## src/rtl/intsync_pkg.sv

```systemverilog
// rtl/intsync_pkg.sv - shared constants and helpers for the interrupt sync-crossing source
package intsync_pkg;

  localparam logic INT_MODE_LEVEL = 1'b0;
  localparam logic INT_MODE_EDGE  = 1'b1;

  // Filter counter width: clog2(FILTER_CYCLES+1), never below one bit.
  function automatic int cnt_width(input int filter_cycles);
    int w;
    w = $clog2(filter_cycles + 1);
    return (w < 1) ? 1 : w;
  endfunction

endpackage

```

## src/rtl/intsync_src_chan.sv

```systemverilog
// rtl/intsync_src_chan.sv - one interrupt channel: stability filter, edge latch, output flop
module intsync_src_chan
  import intsync_pkg::*;
#(
  parameter int FILTER_CYCLES = 0
) (
  input  logic clock,
  input  logic reset,
  input  logic in_i,
  input  logic mode_i,
  input  logic clear_i,
  output logic out_o,
  output logic pend_o
);

  logic f_q, f_d;
  logic pend_q, pend_d;
  logic o_q, o_d;
  logic rise;

  generate
    if (FILTER_CYCLES == 0) begin : g_nofilt
      always_comb f_d = in_i;
    end else begin : g_filt
      localparam int CNT_W = cnt_width(FILTER_CYCLES);
      localparam logic [CNT_W-1:0] CNT_LAST = CNT_W'(FILTER_CYCLES - 1);
      localparam logic [CNT_W-1:0] CNT_ONE  = CNT_W'(1);

      logic [CNT_W-1:0] cnt_q, cnt_d;

      // A candidate change must persist FILTER_CYCLES samples; any return to
      // the filtered level drops the count back to zero.
      always_comb begin
        f_d   = f_q;
        cnt_d = '0;
        if (in_i != f_q) begin
          if (cnt_q == CNT_LAST) begin
            f_d = in_i;
          end else begin
            cnt_d = cnt_q + CNT_ONE;
          end
        end
      end

      always_ff @(posedge clock or posedge reset) begin
        if (reset) begin
          cnt_q <= '0;
        end else begin
          cnt_q <= cnt_d;
        end
      end
    end
  endgenerate

  // Set beats clear when both land in the same cycle.
  always_comb begin
    rise   = f_d & ~f_q;
    pend_d = 1'b0;
    if (mode_i == INT_MODE_EDGE) begin
      pend_d = rise | (pend_q & ~clear_i);
    end
    o_d = (mode_i == INT_MODE_EDGE) ? pend_d : f_d;
  end

  always_ff @(posedge clock or posedge reset) begin
    if (reset) begin
      f_q    <= 1'b0;
      pend_q <= 1'b0;
      o_q    <= 1'b0;
    end else begin
      f_q    <= f_d;
      pend_q <= pend_d;
      o_q    <= o_d;
    end
  end

  assign out_o  = o_q;
  assign pend_o = pend_q;

endmodule

```

## src/rtl/int_sync_crossing_source_vec.sv

```systemverilog
// rtl/int_sync_crossing_source_vec.sv - multi-channel registered interrupt source for a sync crossing
module int_sync_crossing_source_vec
  import intsync_pkg::*;
#(
  parameter int NUM_INT       = 1,
  parameter int FILTER_CYCLES = 0
) (
  input  logic               clock,
  input  logic               reset,
  input  logic [NUM_INT-1:0] auto_in,
  input  logic [NUM_INT-1:0] io_mode,
  input  logic [NUM_INT-1:0] io_clear,
  output logic [NUM_INT-1:0] auto_out_sync,
  output logic [NUM_INT-1:0] io_pending
);

  for (genvar i = 0; i < NUM_INT; i++) begin : g_chan
    intsync_src_chan #(
      .FILTER_CYCLES(FILTER_CYCLES)
    ) u_chan (
      .clock   (clock),
      .reset   (reset),
      .in_i    (auto_in[i]),
      .mode_i  (io_mode[i]),
      .clear_i (io_clear[i]),
      .out_o   (auto_out_sync[i]),
      .pend_o  (io_pending[i])
    );
  end

endmodule

```

## config.mk

```make
export PLATFORM = sky130hd
export DESIGN_NAME = int_sync_crossing_source_vec
export DESIGN_NICKNAME = d
export VERILOG_FILES = /design/src/rtl/intsync_pkg.sv /design/src/rtl/intsync_src_chan.sv /design/src/rtl/int_sync_crossing_source_vec.sv
export SDC_FILE = /design/constraint.sdc
export NUM_CORES = 1
export LEC_CHECK = 0
export CAP_MARGIN = 0
export CORE_AREA = 2 2 39 41
export DETAILED_ROUTE_END_ITERATION = 8
export DIE_AREA = 0 0 41 43
export RECOVER_POWER = 100
export SETUP_SLACK_MARGIN = 0.3
export SYNTH_ARGS = -nofsm -noshare
export SYNTH_HDL_FRONTEND = slang
export SYNTH_SLANG_ARGS = --single-unit
export TNS_END_PERCENT = 5
```

## constraint.sdc

```tcl
create_clock -name clock -period 1.3 [get_ports clock]
set_clock_uncertainty 0.2 [all_clocks]
set_input_delay 0.39 -clock clock [delete_from_list [all_inputs] [get_ports clock]]
set_output_delay 0.39 -clock clock [all_outputs]
set_load 0.01 [all_outputs]
```

Word level (Yosys, flattened, before mapping)
Index checks and enable logic that the tools add are counted.
Operators by class
  muxes and demuxes: 2
  bitwise gates (word level): 5
Operators with widths (count)
  $and A1 B1 Y1: 2
  $mux W1: 2
  $not A1 Y1: 2
  $or A1 B1 Y1: 1
Storage, ports and cells
  input port bits: 5
  register bits: 3
  output and inout port bits: 2
  logic and storage cells: 10

Longest topological paths before layout
  depth in word-level cells: 5
  gate-level depth with buffers: 2
  gate-level depth less buffers: 2

Least setup slack after synthesis
No wires, ideal clock.
  path kind: flip-flop to output port
  start: register g_chan[0].u_chan.pend_q
  end: output io_pending
  data arrival time: 410 ps
  data required time: 710 ps
  buffers on the path: 0
  stages on the path, launching flop included: 1
  path slack: 300 ps
  path through: dfrtp_1
RTL lines
  start: declaration: RTL line intsync_src_chan.sv:17  | logic pend_q, pend_d;
  start signal: assignment: RTL line intsync_src_chan.sv:72  | pend_q <= pend_d;
  end: declaration: RTL line int_sync_crossing_source_vec.sv:14  | output logic [NUM_INT-1:0] io_pending
No word-level cell between the ends.

Final worst setup path
  start: register g_chan[0].u_chan.pend_q
  end: output io_pending
No word-level cell between the ends.

==> flow_summary_export.csv <==
group,metric,value,unit
run,cap_violations,0,
timing,layout_setup_ws,-0.0197,ns
yosys,synthCells,10,
power_and_ir_drop,pwr-share-comb,0.108,
clocking,cts_buffers,3,
clocking,clk_latency,0.23,ns
power_and_ir_drop,intPower,234,uW
timing,relSlewSlack,0.924,
routing,final_antenna_net_count,0,
worst_hold_path,hold_class,"in -> reg",
global_route,grt_max_degree,4,
power_and_ir_drop,leakage,0.113,nW
clocking,cts_root_buf,"clkbuf_4",
finish,finalNonFillerCells,37,
routing,drt_first_iter_violations,0,
power_and_ir_drop,switchingPower,61.9,uW
yosys,synth_nets,15,
timing,finalHoldViolations,0,
setup_path,slowest_delay,0.36,ns
setup_path,critical_path_arrival,0.73,ns
place,place_congestion,0.613,
timing,finalMaxSlewViolations,0,
setup_path,start_kind,"flip-flop",
yosys,synth_mux_area_frac,0,
yosys,yosysWarningCount,0,
worst_hold_path,hold_start,"auto_in",
finish,nets,27,
timing,finalSetupViolations,1,
clocking,clock_sinks,3,
yosys,synth-adder-area-share,0,
routing,via_per_inst,3.00,
yosys,syn-cell-area,124,um^2
power_and_ir_drop,max-vdd-ir-drop,0.000177,V
routing,drcViolationCount,0,
yosys,synthXorXnorAreaFrac,0,
timing,finalCritPeriodShare,1.02,
power_and_ir_drop,finalPower,296,uW
finish,syn_to_final_growth,82.8,%
finish,layout_common_cells,"3 x clkbuf_4, 3 x dfrtp_1, 3 x dlygate4sd2_1",
place,dp.cells,33,
clocking,ctsHoldBuffers,0,
power_and_ir_drop,power_frac_clock,0.548,
setup_path,critPathSlowestCell,"dfrtp_1",
setup_path,end_kind,"output pin",
timing,min_period,1.32,ns
die,row_count,14,
timing,tightest_slew,0.114,ns
die,die_area,1760,um^2
setup_path,critical_path_class,"reg -> out",
place,port_buffers,6,
global_route,antenna_found_initial,0,
routing,drt_pass1_iterations,1,
clocking,cts_tree,"yes",
power_and_ir_drop,p_sw_frac,0.209,
yosys,avgSynthCellArea,12.4,um^2
yosys,yosysSeqAreaShare,0.606,
timing,rsz0062_at_grt,"true",
finish,utilization,0.164,
timing,max_freq,758,MHz
setup_path,critPathBufInv,1,
routing,drt-wirelength-per-cell,6.89,um
global_route,track_usage,0.0431,
global_route,grt_pass1_vias,119,
clocking,clk_path_buf_depth,2,
yosys,ys_types,7,
finish,drive_gt1_frac,0.381,
yosys,synthSimpleGateAreaFrac,0.192,
yosys,synth-seq-cells,3,
die,die_x,41,um
finish,diodes,0,
setup_path,r2r_start,"g_chan[0].u_chan.pend_o$_DFF_PP0_",
die,start_util,0.0895,
routing,wl,255,um
clocking,htreeDepth,1,
global_route,grt_overflow_total,0,
die,core_area,1380,um^2
setup_path,worst-path-max-fanout,2,
setup_path,crit_family,"flip-flops",
timing,setup_tns,-0.0197,ns
yosys,synth_compound_area_frac,0.141,
setup_path,startpoint,"g_chan[0].u_chan.pend_o$_DFF_PP0_",
setup_path,crit_chain,"buf_2",
global_route,grt_first_pass_wirelength,400,um
power_and_ir_drop,power.density,1310,nW/um^2
power_and_ir_drop,sequentialPowerShare,0.345,
clocking,clkTransAtPathRegs,0.04,ns
finish,nFillCells,157,
status,status,"finished, violations left",
status,failed_checks,"setup timing",
setup_path,cp.required,0.71,ns
routing,dr_total_vias,111,
timing,fin_hold_ws,0.248,ns
die,die_y,43,um
yosys,synth_top_family_by_area,"simple AND/OR/NAND/NOR gates",
die,io_pins,7,
[synthesized netlist by cell type]
cell,count,area share
a21oi_2,1,0.071
inv_1,2,0.061
nand2_1,1,0.030
dfrtp_1,3,0.61
o2bb2ai_1,1,0.071
nand2b_4,1,0.11
nand2b_1,1,0.051
[registers in the layout (all words and copies together) (netlist names)]
| name | flops |
|---|---|
| g_chan.u_chan.pend_o | 1 |
| g_chan.u_chan.out_o | 1 |
| g_chan.u_chan.f_q | 1 |
[worst paths after layout]
path / to / slack, ns / cells past startpoint
max: io_pending / -0.02 / 1
min: g_chan[0].u_chan.f_q$_DFF_PP0_ / 0.25 / 1
max reg2reg: g_chan[0].u_chan.out_o$_DFF_PP0_ / 0.36 / 3
min reg2reg: g_chan[0].u_chan.out_o$_DFF_PP0_ / 0.35 / 2
max in group asynchronous: g_chan[0].u_chan.f_q$_DFF_PP0_ / 0.50 / 2
min in group asynchronous: g_chan[0].u_chan.out_o$_DFF_PP0_ / 0.27 / 2
[metal layers]
layer | global-route usage | wire length [um]
met5 | 0 | 0
met4 | 0.0800 | 0
met3 | 0.0314 | 21
met2 | 0.0594 | 158
met1 | 0.0192 | 75
[kinds of logic (layout without fill, tap and decap cells)]
group	Yosys count	in the layout
flops	3	3
compound gates	2	2
simple gates	3	3
buf+inv	2	13
[power groups by stage]
stage                     logic [mW]  registers [mW]  clock network (mW)
after global placement        0.0378           0.102                   0
after global routing          0.0353           0.103               0.181
final                         0.0319           0.102               0.162
after floorplan               0.0107           0.105                   0
after detailed placement      0.0384           0.103                   0
after CTS                     0.0320           0.101               0.171
[timing repair]
| item | CTS | global route |
|---|---|---|
| setup buffers | 0 | 0 |
| resized for setup | 12 | 1 |
| pin swaps | 0 | 0 |
| setup endpoints to repair | 4 | 2 |
[metrics by stage]
stage	setup slack, ns	cell area (um^2)
4_1_cts	-0.0334	224
2_1_floorplan	0.300	124
5_1_grt	-0.0571	226
6_report	-0.0197	226
3_3_place_gp	-0.136	211
3_5_place_dp	-0.139	211
[area by class of cell]
cell class              count  area (um^2)  area share
flip-flops and latches      3         75.1       0.331
inverters                   2         7.51      0.0331
well taps                  16         20.0      0.0884
repair buffers              7         60.1       0.265
clock buffers               4         26.3       0.116
multi-input cells           5         37.5       0.166
Note: power is estimated with default switching activity, not from simulation.
